<file path="config.mk">
export PLATFORM = sky130hd
export DESIGN_NAME = register_file
export DESIGN_NICKNAME = d
export VERILOG_FILES = /design/src/rtl/mips_pkg.sv /design/src/rtl/regfile_read_port.sv /design/src/rtl/register_file.sv
export SDC_FILE = /design/constraint.sdc
export NUM_CORES = 2
export LEC_CHECK = 0
export CAP_MARGIN = 20
export CORE_UTILIZATION = 63
export CTS_BUF_LIST = sky130_fd_sc_hd__clkbuf_16
export DETAILED_ROUTE_END_ITERATION = 6
export GPL_TIMING_DRIVEN = 0
export PLACE_DENSITY = 0.81
export SLEW_MARGIN = 10
export SYNTH_ARGS = -nofsm -noshare
export SYNTH_HDL_FRONTEND = slang
export SYNTH_SLANG_ARGS = --single-unit
</file>
<file path="constraint.sdc">
create_clock -name clk -period 2.9 [get_ports clk]
set_input_delay 0.435 -clock clk [delete_from_list [all_inputs] [get_ports clk]]
set_output_delay 0.435 -clock clk [all_outputs]
set_load 0.05 [all_outputs]
</file>
<file path="src/rtl/mips_pkg.sv">
// Shared MIPS datapath definitions: register-file geometry and common word types.
//   DATA_W     - width of a datapath word / register
//   REG_ADDR_W - width of a register index (rs/rt/rd fields)
//   NUM_REGS   - number of architectural registers, including hardwired r0
package mips_pkg;

    localparam int unsigned DATA_W     = 32;
    localparam int unsigned REG_ADDR_W = 5;
    localparam int unsigned NUM_REGS   = 2 ** REG_ADDR_W;

    typedef logic [REG_ADDR_W-1:0] reg_addr_t;
    typedef logic [DATA_W-1:0]     word_t;

    // r0 always reads as zero and ignores writes
    localparam reg_addr_t ZERO_REG = 5'd0;

endpackage : mips_pkg

</file>
<file path="src/rtl/regfile_read_port.sv">
// Combinational read port of the register file.
// Ports:
//   rdReg  - register index to read
//   regs   - full register array from the owning register file
//   rdData - contents of regs[rdReg], forced to zero for r0
module regfile_read_port
    import mips_pkg::*;
(
    input  reg_addr_t rdReg,
    input  word_t     regs [NUM_REGS],
    output word_t     rdData
);

    // r0 is forced to zero here so its storage contents never matter
    assign rdData = (rdReg == ZERO_REG) ? '0 : regs[rdReg];

endmodule : regfile_read_port

</file>
<file path="src/rtl/register_file.sv">
// 32 x 32-bit MIPS general-purpose register file.
// Two zero-latency combinational read ports, one synchronous write port, r0 reads as zero.
// Ports:
//   clk     - system clock, state updates on rising edge
//   rst     - synchronous active-high reset, clears every register (wins over a write)
//   WrEn    - write enable
//   WrReg   - write register index (writes to r0 are dropped)
//   WrData  - write data
//   RdReg1  - read port 1 index
//   RdReg2  - read port 2 index
//   RdData1 - contents of RdReg1 (combinational, no write bypass)
//   RdData2 - contents of RdReg2 (combinational, no write bypass)
module register_file
    import mips_pkg::*;
(
    input  logic                  clk,
    input  logic                  rst,
    input  logic                  WrEn,
    input  logic [REG_ADDR_W-1:0] RdReg1,
    input  logic [REG_ADDR_W-1:0] RdReg2,
    input  logic [REG_ADDR_W-1:0] WrReg,
    input  logic [DATA_W-1:0]     WrData,
    output logic [DATA_W-1:0]     RdData1,
    output logic [DATA_W-1:0]     RdData2
);

    word_t regs [NUM_REGS];

    // Reset clears the whole array; otherwise commit one write, skipping r0
    always_ff @(posedge clk) begin
        if (rst) begin
            for (int i = 0; i < int'(NUM_REGS); i++) begin
                regs[i] <= '0;
            end
        end else if (WrEn && (WrReg != ZERO_REG)) begin
            regs[WrReg] <= WrData;
        end
    end

    regfile_read_port readPort1 (
        .rdReg  (RdReg1),
        .regs   (regs),
        .rdData (RdData1)
    );

    regfile_read_port readPort2 (
        .rdReg  (RdReg2),
        .regs   (regs),
        .rdData (RdData2)
    );

endmodule : register_file

</file>
; Word-level counts from Yosys, hierarchy flattened
; Cells that the tools add are included.
[word_totals]
register_bits = 1024
latchBits = 0
ramBits = 0
mem_bits_ro = 0
elab_cells = 55
mem_count = 0
[classes]
n_addsub = 0
mul = 0
div = 0
n_lt_le_gt_ge = 4
eq_ne = 0
n_shift = 0
muxes = 11
bitwise_logic = 3
n_reduce_logical = 5
[ops]
columns = operator, count
row1 = bitwise mux 1024 bit, 1
row2 = binary-select mux 32 bit (select 5 bit), 2
row3 = 2-to-1 mux 32 bit, 7
row4 = demux 32 bit (select 5 bit), 1
row5 = greater-or-equal comparator 6 bit (second input constant), 3
row6 = NOT 5 -> 6 bit, 3
row7 = logical NOT 5 bit, 2
row8 = < comparator 6 x 1 -> 1 bit (second input constant), 1
row9 = nonzero test 5 bit, 1
row10 = logical AND 1 bit, 2

; Depth between registers and ports, before layout
[depth]
word_depth = 6
mapped_depth = 9

; Cells and area by module
; From an unflattened synthesis, not the netlist that was laid out.
[hier_totals]
hier_cells = 4760
area_unflattened_um2 = 55599.6
[by_module_without_submodules]
columns = module, instances, cells_per_inst, area_per_inst_um2
row1 = register_file, 1, 3432, 38863.5
row2 = regfile_read_port, 2, 664, 8368.0

; Worst setup path before layout
; Ideal clock, no wire load.
[synth_path]
path_type = input port to output port
from = in RdReg2[2]
to = out RdData2[23]
arrival_ns = 2.785
required_time_ns = 2.465
path_slack_ns = -0.320
path_stages = 8
cell_sequence = buf_6 -> buf_6 -> buf_8 -> buf_12 -> mux2i_1 -> a221oi_1 -> o21ai_0 -> a311oi_1
[synth_via]
elab_chain_cells = 5
elab_cells_between_ends = 6
cone_classes = mux (4) / bitwise (1) / reduce/logical (1)
[synth_rtl]
columns = element, line
row1 = start: declaration, register_file.sv:20  ; input logic [REG_ADDR_W-1:0] RdReg2,
row2 = NOT 5 -> 6 bit (not written as such), regfile_read_port.sv:15  ; assign rdData = (rdReg == ZERO_REG) ? '0 : regs[rdReg];
row3 = binary-select mux 32 bit (select 5 bit), regfile_read_port.sv:15
row4 = 2-to-1 mux 32 bit (not written as such) (2 in series), regfile_read_port.sv:15
row5 = 2-to-1 mux 32 bit *, regfile_read_port.sv:15
row6 = end: declaration, register_file.sv:24  ; output logic [DATA_W-1:0] RdData2
; Every way passes the cells marked *; elsewhere a longest branch is shown, timed or not. The select of a mux whose other input is x is not followed.

; Final worst setup path
[layout_path]
from = in RdReg1[2]
to = out RdData1[14]
[layout_via]
elab_chain_cells = 5
elab_cells_between_ends = 6
cone_classes = mux (4) / bitwise (1) / reduce/logical (1)
[layout_rtl]
columns = element, line
row1 = start: declaration, register_file.sv:19  ; input logic [REG_ADDR_W-1:0] RdReg1,
row2 = NOT 5 -> 6 bit (not written as such), regfile_read_port.sv:15
row3 = binary-select mux 32 bit (select 5 bit), regfile_read_port.sv:15
row4 = 2-to-1 mux 32 bit (not written as such) (2 in series), regfile_read_port.sv:15
row5 = 2-to-1 mux 32 bit *, regfile_read_port.sv:15
row6 = end: declaration, register_file.sv:23  ; output logic [DATA_W-1:0] RdData1,
; Marks and branches as above.

==> results.toml <==
[timing]
timing.final.hold_violations = 0
slew_headroom = 0.264
finalSetupViolations = 60
max_clock_freq_mhz = 325
final.period_utilization = 1.06
finClkSkew_ns = 0
setup_slack_ns = -0.174
grt_setup_unrepaired = "yes"
timing_worst_slew_pin_value_ns = 1.10
min_period_ns = 3.07
setup_tns_ns = -3.85
timing_max_transition_violations_final = 0

[clock_tree]
tritoncts_clock_tree = "built"
clock_insertion_delay_worst_skew_ns = 0.72
cts-root-to-sink-buffers = 3
clk_pin_slew_worst_paths_ns = 0.07
cts.sinks = 1024
holdBufCountCts = 0
cts_buffers = 105
clock_tree.root_cell = "clkbuf_16"
htreeDepth = 3

[synthesis]
synth.lib_cells_used.distinct = 42
async_sr_flop_fraction = 0
avg_inst_size_synth_um2 = 8.88
synth_area_leaders = "dfxtp_1, mux4_2, nand2_1"
synth_ff_type = "dfxtp_1"
synth.cell_area_um2 = 51800
area_leader_netlist = "dfxtp_1"
edff_count_synth = 0
synth_sequential_area_ratio = 0.396
synth_fp_nets = 5883
synthCells = 5833
synth_seq_cells = 1024
yosys_warnings = 0
netlist.area_leader.share = 0.396

[worst_setup_path]
crit-reg2reg-launch = "regs[910]"
worst-endpoint-arrival_ns = 2.64
worst-r2r-setup-slack_ns = 2.04
worst_setup_path_startpoint = "RdReg1[2]"
crit_path_start_kind = "input pin"
cp_data_required_time_ns = 2.47
critical_path.endpoint = "RdData1[14]"
worst_path_maximum_fanout = 10
timing.rr.end = "regs[910]"
setup.worst_path.end_class = "output pin"
timing.reg2reg.worst_path_depth = 4
classification_of_the_worst_setup_path = "input pin to output pin"

[global_routing]
globalRoute.busiestLayer = "met2"
grt_util_met3 = 0.239
grt_pass1_wl_um = 320000
grt_pass1_vias = 48620
antenna_found_initial = 2
grt_start_max_net_pins = 16
residual_overflow_from_global_routing = 0
grt_util_all_layers = 0.534
globalRouteMet1Util = 0.625
grt_use_met2 = 0.759

[power]
p_sw_frac = 0.282
leakagePower_nw = 19.7
worst_ir_drop_on_vdd_mv = 0.563
switching_power_mw = 9.24
power.density_nw_per_um2 = 541
sequentialPowerShare = 0.435
post-layout-total-power_mw = 32.8
internal_power_mw = 23.5
comb_power_share = 0.122
clock_power_share = 0.443

[routing]
drt_drc_violations_left = 6
vias_after_detailed_routing = 51079
ant_nets = 0
post_drt_via_cell_ratio = 7.08
drt-initial-drc-count = 8949
detail_route.wirelength_um = 227000
wl_per_cell_um = 31.5
drt_pass1_iterations = 7

[cells_and_area]
largest_register_ff_count = 1024
area_delta_synth_final_pct = 17.1
most-common-layout-cells = "nand2_1, dfxtp_1, a21oi_1"
largest-register = "regs"
final_layout_size_suffix_gt1_frac = 0.198
final_net_count = 6110
instances_no_fill = 7212
nFillCells = 5840
layout.cells.most_common = "nand2_1"
biggestRegsByFlops = "regs: 1024 flops"

[place]
gpl.final_weighted_congestion = 1.08
detailedPlacementHpwl_um = 166000
port_buffers = 103
dp.cells = 6996

[run_status]
violations_in_the_final_reports = "design-rule violations, negative setup slack"
status = "complete, but fails checks"

[die]
start_util = 0.640
chipWidth_um = 289
num_io_pins = 114
die_height_um = 289
placeable_area_um2 = 80900
die_area_um2 = 83400
rows = 104

[job]
maxCapViolCount = 0

[worst_hold_path]
min-delay-path-class = "flop to flop"
[power groups by stage]
stage	clock network, mW	registers, mW	logic (mW)
2_1_floorplan	0	14.5	1.99
3_3_place_gp	0	14.6	3.34
3_5_place_dp	0	14.6	3.36
4_1_cts	14.3	14.2	3.64
5_1_grt	14.9	14.3	3.97
6_report	14.5	14.3	4.00
[logic make-up (layout without fill, tap and decap cells)]
| family | count (synthesis) | in the layout | synth area share |
|---|---|---|---|
| DFF | 1024 | 1024 | 0.396 |
| muxes | 672 | 672 | 0.239 |
| buffers and inverters | 624 | 937 | 0.0563 |
| AOI/OAI and AO/OA | 1325 | 1325 | 0.144 |
| other | 0 | 6 | 0 |
| and+or+nand+nor | 2188 | 2188 | 0.165 |
[through the flow]
step / setup slack, ns / utilization / instance area (um2) / hold slack, ns
floorplan: 0.00699 / - / 52100 / 0.443
global placement: -2.18 / 0.673 / 54400 / 0.448
detailed placement: -2.15 / 0.673 / 54400 / 0.458
CTS: -0.0440 / 0.740 / 59900 / 0.466
global route: -0.0556 / 0.749 / 60600 / 0.481
finish: -0.174 / 0.749 / 60600 / 0.468
[Yosys cell counts, drive strengths merged, types with 3 or more instances]
library cell     n
a311oi          32
and2            10
mux2i          192
and4b            3
nand2         2048
a221oi          45
a221o           32
nor3             3
nor2            27
clkbuf         397
nand2b           3
a21oi          992
o2111ai         19
buf            225
o21ai           77
a211oi          32
or2              4
and4bb           4
nor2b           71
and3b            3
mux4           448
dfxtp         1024
nand4b           3
mux2            32
a22oi           64
a31oi           32
[layout make-up]
type | instances | area, um2 | area share
plain buffers | 618 | 3910 | 0.0645
inverters | 2 | 7.51 | 0.000124
flip-flops and latches | 1024 | 20500 | 0.338
repair buffers | 124 | 1200 | 0.0198
multi-input cells | 4185 | 30100 | 0.496
diodes | 6 | 15.0 | 0.000248
clock inverters | 86 | 917 | 0.0151
well taps | 1060 | 1330 | 0.0219
clock buffers | 107 | 2680 | 0.0442
[routing by layer]
metal,vias to the layer above,part of all wire
met5,-,0.00037
met4,6,0.098
met3,1390,0.17
met2,4800,0.41
met1,23990,0.32
li1,20893,-
[worst max-delay path, stage by stage]
cell     delay (ns)
buf_4          0.19
buf_8          0.25
buf_8          0.26
buf_6          0.28
mux2i_1        0.20
a221o_2        0.54
a31oi_4        0.24
buf_6          0.19
[how the worst min path moves through the flow]
stage                         start         to  slack [ns]  depth (start not counted)
final                     regs[557]  regs[557]        0.47                          2
after global routing      regs[987]  regs[987]        0.48                          2
after CTS                 regs[685]  regs[685]        0.47                          2
after detailed placement  regs[685]  regs[685]        0.46                          2
after global placement    regs[673]  regs[673]        0.45                          2
after floorplan           regs[102]  regs[102]        0.44                          2
[repair_timing]
action | in CTS | in global routing
pin swaps | 48 | 59
gates resized for setup | 899 | 138
hold endpoints to repair | 0 | 0
buffers inserted | 4 | 13
setup endpoints to repair | 64 | 63
cloned | 1 | 2
Power figures use the tool's default switching activity.
